===== config.mk =====
export PLATFORM = sky130hd
export DESIGN_NAME = decode_regfile
export DESIGN_NICKNAME = d
export VERILOG_FILES = /design/src/rtl/decode_regfile.sv
export SDC_FILE = /design/constraint.sdc
export NUM_CORES = 1
export LEC_CHECK = 0
export ABC_CLOCK_PERIOD_IN_PS = 2300
export CELL_PAD_IN_SITES_DETAIL_PLACEMENT = 1
export CELL_PAD_IN_SITES_GLOBAL_PLACEMENT = 1
export CORE_MARGIN = 4
export CORE_UTILIZATION = 39
export CTS_BUF_LIST = sky130_fd_sc_hd__clkbuf_16
export DETAILED_ROUTE_END_ITERATION = 10
export GPL_TIMING_DRIVEN = 0
export PLACE_DENSITY_LB_ADDON = 0.1
export SLEW_MARGIN = 15
export SYNTH_ARGS = -nofsm -noshare
export SYNTH_HDL_FRONTEND = slang
export SYNTH_SLANG_ARGS = --single-unit

===== constraint.sdc =====
create_clock -name clk -period 2.3 [get_ports clk]
set_clock_uncertainty 0.15 [all_clocks]
set_input_delay 0.345 -clock clk [delete_from_list [all_inputs] [get_ports clk]]
set_output_delay 0.345 -clock clk [all_outputs]
set_load 0.03 [all_outputs]

===== src/rtl/decode_regfile.sv =====
// decode_regfile: serialized decode stage with an 8-entry register file.
// Ports: clk/rst, instr handshake, direct load, ALU operands/result, writeback, debug read.
module decode_regfile #(
  parameter int DATA_W = 16,
  parameter int IMM_W  = 5,
  parameter int OP_W   = 3
) (
  input  logic              clk,
  input  logic              rst,
  input  logic [16:0]       instr,
  input  logic              instr_valid,
  output logic              instr_ready,
  input  logic              load_en,
  input  logic [2:0]        load_addr,
  input  logic [DATA_W-1:0] load_data,
  output logic [OP_W-1:0]   opcode,
  output logic [DATA_W-1:0] rs_data,
  output logic [DATA_W-1:0] rt_data,
  output logic [IMM_W-1:0]  immediate,
  input  logic [DATA_W-1:0] ALU_out,
  output logic              wb_done,
  output logic [DATA_W-1:0] wb_data,
  input  logic [2:0]        dbg_addr,
  output logic [DATA_W-1:0] dbg_data
);

  typedef enum logic [1:0] {
    IDLE = 2'd0,
    EXEC = 2'd1,
    WB   = 2'd2
  } state_t;

  state_t state;

  logic [DATA_W-1:0] regs [8];
  logic [2:0]        rd_q;

  logic [2:0] f_rs;
  logic [2:0] f_rt;
  logic [2:0] f_rd;

  assign f_rs = instr[13:11];
  assign f_rt = instr[10:8];
  assign f_rd = instr[7:5];

  logic [DATA_W-1:0] rs_val;
  logic [DATA_W-1:0] rt_val;

  // r0 is never written, but the read path forces zero as well
  assign rs_val = (f_rs == 3'd0) ? '0 : regs[f_rs];
  assign rt_val = (f_rt == 3'd0) ? '0 : regs[f_rt];

  assign dbg_data = (dbg_addr == 3'd0) ? '0 : regs[dbg_addr];

  assign instr_ready = (state == IDLE);

  always_ff @(posedge clk) begin
    if (rst) begin
      state     <= IDLE;
      opcode    <= '0;
      rs_data   <= '0;
      rt_data   <= '0;
      immediate <= '0;
      wb_data   <= '0;
      wb_done   <= 1'b0;
      rd_q      <= '0;
      for (int i = 0; i < 8; i++) begin
        regs[i] <= '0;
      end
    end else begin
      unique case (state)
        IDLE: begin
          wb_done <= 1'b0;
          // an accepted instruction wins over a same-cycle load
          if (instr_valid) begin
            opcode    <= OP_W'(instr[16:14]);
            immediate <= IMM_W'(instr[4:0]);
            rs_data   <= rs_val;
            rt_data   <= rt_val;
            rd_q      <= f_rd;
            state     <= EXEC;
          end else if (load_en && (load_addr != 3'd0)) begin
            regs[load_addr] <= load_data;
          end
        end
        EXEC: begin
          wb_data <= ALU_out;
          wb_done <= 1'b1;
          state   <= WB;
        end
        WB: begin
          wb_done <= 1'b0;
          if (rd_q != 3'd0) begin
            regs[rd_q] <= wb_data;
          end
          state <= IDLE;
        end
        default: begin
          wb_done <= 1'b0;
          state   <= IDLE;
        end
      endcase
    end
  end

endmodule


# Yosys cells after proc, flatten, opt, wreduce, memory -nomap -nowiden
# Memories as Yosys holds them, arrays and structs flattened.
# Cells that the tools add are included.
word_totals:
  register_bits: 62
  mem_bits_rw: 128
  inputBits: 59
  out_inout_bits: 74
  elab_cells: 45
  mem_count: 1
mem_list:
  columns: ["name", "words", "width", "rd", "rd_ports_with_merged_regs", "write_ports", "line", "text"]
  rows:
  - ["regs", 8, 16, 3, 0, 8, "35", "logic [DATA_W-1:0] regs [8];"]
op_classes:
  eq_ne: 3
  muxes: 23
  n_reduce_logical: 10
ops:
  columns: ["op", "n"]
  rows:
  - ["$mux 16", 5]
  - ["$reduce_or 16->1", 2]
  - ["$mux 1", 14]
  - ["$logic_not 3->1", 3]
  - ["$mux 3", 2]
  - ["$reduce_bool 3->1", 2]
  - ["$pmux 2 s2", 1]
  - ["$eq 2x1->1 const B", 1]
  - ["$eq 2x2->1 const B", 1]
  - ["$logic_not 2->1", 1]
  - ["$mux 2", 1]
  - ["$ne 2x2->1 const B", 1]
  - ["$reduce_and 2->1", 1]
  - ["$logic_and 1x1->1", 1]

# Depth between registers and ports, before layout
# Gate-level depths: netlist (run 1).
logic_depth:
  depth_word: 10
  depth_mapped: 7
  ltp_nobuf: 4

# Worst setup path before layout (run 1)
# OpenSTA, ideal clock, no wires.
synth_timing:
  path_kind: "input-to-output"
  start: "input dbg_addr[1]"
  end: "output dbg_data[1]"
  arrival_time_ns: 1.973
  t_required_ns: 1.805
  setup_slack_ns: -0.168
  cell_stages: 4
  path_buffers: 2
  path_cell_list: "clkbuf_1 > buf_1 > a21oi_1 > a221oi_1"
synth_between:
  elab_chain_len: 2
  elab_cells_between_ends: 3
  cone_classes: "mux: 1; reduce/logical: 1; memory: 1"
synth_lines:
  columns: ["element", "line", "text"]
  rows:
  - ["start: declaration", "23", "input logic [2:0] dbg_addr,"]
  - ["$mem_v2 8x16 or $logic_not 3->1 (tied branches)", null, null]
  - ["$mux 16 (*)", "53", "assign dbg_data = (dbg_addr == 3'd0) ? '0 : regs[dbg_addr];"]
  - ["end: declaration", "24", "output logic [DATA_W-1:0] dbg_data"]
# Mark *: on every way between the ends. The rest lies on a longest branch, timed or not.

==> results.cfg, run 1 <==
[clock_network]
root_buffer = clkbuf_16
clockBufferDepth = 2
clkTransAtPathRegs_ns = 0.07
cts_tree = yes
htreeDepth = 4
insertion_delay_ns = 0.44
numCtsBuffers = 17
clock_sinks = 177
postCtsHoldBufs = 0

[final_layout]
nets = 1091
seq_area_mm2 = 0.00470
diodes = 0
final_area_mm2 = 0.0124
drive_above_1_share_pct = 27.9
fill_cells = 2541
multi_input_area_mm2 = 0.00466
syn2layout_area_growth_pct = 33.8

[drt]
vias = 7625
postRouteAntennaNets = 0
routedWlPerCell_um = 24.1
drc_errors = 0
routed_wirelength_mm = 32.9
via_per_inst = 5.59
dr.pass1.iters = 5
drt-initial-drc-count = 763

[worst_setup_path]
r2r_end = regs[2][5]
reg2reg_setup_slack_ns = 0.02
start_kind = flop
crit_start = regs[7][8]
cp-end-kind = output port
crit_slowest_cell = mux4_2
crit_type = flop to output port
slowest_delay_ns = 0.52
cp.required_ns = 1.80
cp_cell_sequence = mux4_2 -> nor2_2 -> nor2_1 -> buf_4
worst_r2r_path_depth = 7
r2r_start = state[0]
cp_max_fo = 3
arrival_ns = 1.80

[worst_hold_path]
hold_start = ALU_out[2]
hp-class = input port to flop
whs_path_depth = 3
hold_end = wb_data[2]

[yosys]
synth_cells = 825
yosysSeqAreaShare_pct = 50.7
yosysWarnings = 0
synth_edf_count = 115
async_reset_ff_share_pct = 0
ys_ff_latch = 177
synth_cell_types = 44
synth_area_mm2 = 0.00925
ys.flop_type = edfxtp_1
synth_area_per_cell_um2 = 11.2

[pwr]
power_leakage_uw = 0.00455
p_sw_uw = 2350
p_seq_share_pct = 46.2
vdd_drop_max_v = 0.000409
p_per_area_mw_per_mm2 = 640
combPwrFrac_pct = 18.9
power.internal_uw = 5580
netSwitchingFraction_pct = 29.6
power.total_uw = 7930
clkPwrFrac_pct = 34.9

[timing]
slew-limit-headroom_pct = 43.1
period_share_pct = 99.7
finalSetupTns_ns = 0
tightest_slew_ns = 0.853
hold_viol = 0
timing.final.crit_period_ns = 2.29
fmax_ghz = 0.436
setup_slack_ns = 0.00664
finalSetupViolations = 0
drv_slew = 0

[placement]
place_area_mm2 = 0.0109
io_buffers = 126
dp_hpwl_mm = 24.2
gp_congestion = 0.919
pre_cts_slack_ns = -1.21

[global_routing]
grt_max_degree = 17
first_global_vias = 7693
track_usage_pct = 25.0
gr-total-overflow = 0
antenna_found_initial = 0
grt_pass1_wl_mm = 48.6

[die]
initial_core_util_pct = 39.5
io_pins = 133
die_w_um = 162
die_y_um = 162
fp.coreArea_mm2 = 0.0234
die_area_mm2 = 0.0263
placementRows = 56

[run_status]
status = finished, final reports clean

[job]
cap_viol_max_count = 0
[routing by layer]
layer	wire (um)	part of all wire [%]	global-route usage (%)	up-vias
met5	0	0	0	-
met4	665	2.0	8.27	0
met3	2770	8.4	4.59	51
met2	15500	47	40.1	359
met1	14000	43	34.5	3751
li1	-	-	-	3464
[cells in the mapped netlist (all sizes together), types with 2 or more instances]
master	number	area [um2]
inv	2	7.51
a21oi	57	285
mux4	48	1080
o21ai	12	75.1
nor2b	12	75.1
nor2	154	581
a221oi	16	140
mux2i	29	328
a32oi	2	32.5
a221o	25	250
clkbuf	40	150
o22ai	3	18.8
nand3	24	120
a211oi	5	37.5
edfxtp	115	3450
dfxtp	62	1240
nand2	93	352
nand2b	35	219
buf	29	163
a22oi	3	27.5
nor3	6	41.3
nor3b	2	20.0
mux2	40	450
[placed cells by master (no fill, tap or decap), drive strengths merged, types with 3 or more instances in the layout]
cell type,netlist,final
nor2,154,154
edfxtp,115,115
clkdlybuf4s50,0,109
buf,29,101
nand2,93,93
dfxtp,62,62
a21oi,57,57
clkbuf,40,55
mux4,48,48
nand2b,35,41
mux2,40,40
mux2i,29,29
a221o,25,25
nand3,24,24
a221oi,16,16
nor2b,12,12
o21ai,12,12
inv,2,8
clkinv,0,8
nor3,6,6
a211oi,5,5
o22ai,3,3
conb,1,3
a22oi,3,3
[cells by family (layout without fill, tap and decap cells)]
kind of cell | Yosys count | after routing | synth area share (%)
AND/OR/NAND/NOR | 333 | 339 | 15.9
flip-flops | 177 | 177 | 50.7
AO/OA/AOI/OAI | 126 | 126 | 9.78
multiplexers | 117 | 117 | 20.1
buffers and inverters | 71 | 283 | 3.46
other | 1 | 3 | 0.0405
[through the flow]
step                      hold WS, ns  std cells  util [%]
after floorplan                 0.317        827         -
after global routing            0.294       1364      52.9
final                           0.294       1364      52.9
after global placement          0.292       1272      46.7
after detailed placement        0.298       1272      46.7
after CTS                       0.285       1344      52.0
[cell type report]
class | instances | share of cell area (%)
plain buffers | 66 | 3.12
multi-input cells | 585 | 37.6
clock inverters | 15 | 0.899
flip-flops and latches | 177 | 37.9
well taps | 319 | 3.22
repair buffers | 183 | 13.7
inverters | 2 | 0.0606
clock buffers | 17 | 3.44
[critical path: cells and delay by family (launching register included)]
kind | cells | cell delay, ns
simple gates | 2 | 0.22
mux | 1 | 0.52
flops | 1 | 0.44
buf+inv | 1 | 0.18
[state kept, by name, summed over array words and instances (netlist names), 2 cells and up]
register   count
wb_data       16
state          2
rd_q           3
rt_data       16
rs_data       16
opcode         3
immediate      5
regs         115
[power by group through the flow]
stage | logic, uW | registers (uW) | clock network, uW
2_1_floorplan | 701 | 3800 | 0
3_3_place_gp | 1350 | 3720 | 0
3_5_place_dp | 1360 | 3730 | 0
5_1_grt | 1580 | 3680 | 2920
6_report | 1500 | 3660 | 2770
4_1_cts | 1460 | 3660 | 2780
[what timing repair did]
item / in CTS / in global routing
buffers inserted: 35 / 22
gates cloned: 6 / 0
pin swaps: 9 / 7
resized for setup: 165 / 37
setup endpoints to repair: 274 / 236
[worst max-delay path by stage]
stage / slack [ns] / end
detailed placement: -1.21 / regs[2][10]
floorplan: -0.17 / dbg_data[1]
global placement: -1.14 / regs[2][10]
finish: 0.007 / dbg_data[8]
CTS: -0.07 / dbg_data[13]
global route: -0.06 / dbg_data[11]
No activity file was read; power rests on OpenSTA's default activity.
==> run 2, diff against run 1 <==
Settings changed: GPL_ROUTABILITY_DRIVEN set to 0.
==> results of run 2 <==
The final DEF is identical to that of run 1; final timing and power are the same.
==> run 3, diff against run 2 <==
Settings changed: ABC_CLOCK_PERIOD_IN_PS 2300 to not set.
==> results of run 3 <==
The final DEF is identical to that of run 1; final timing and power are the same.
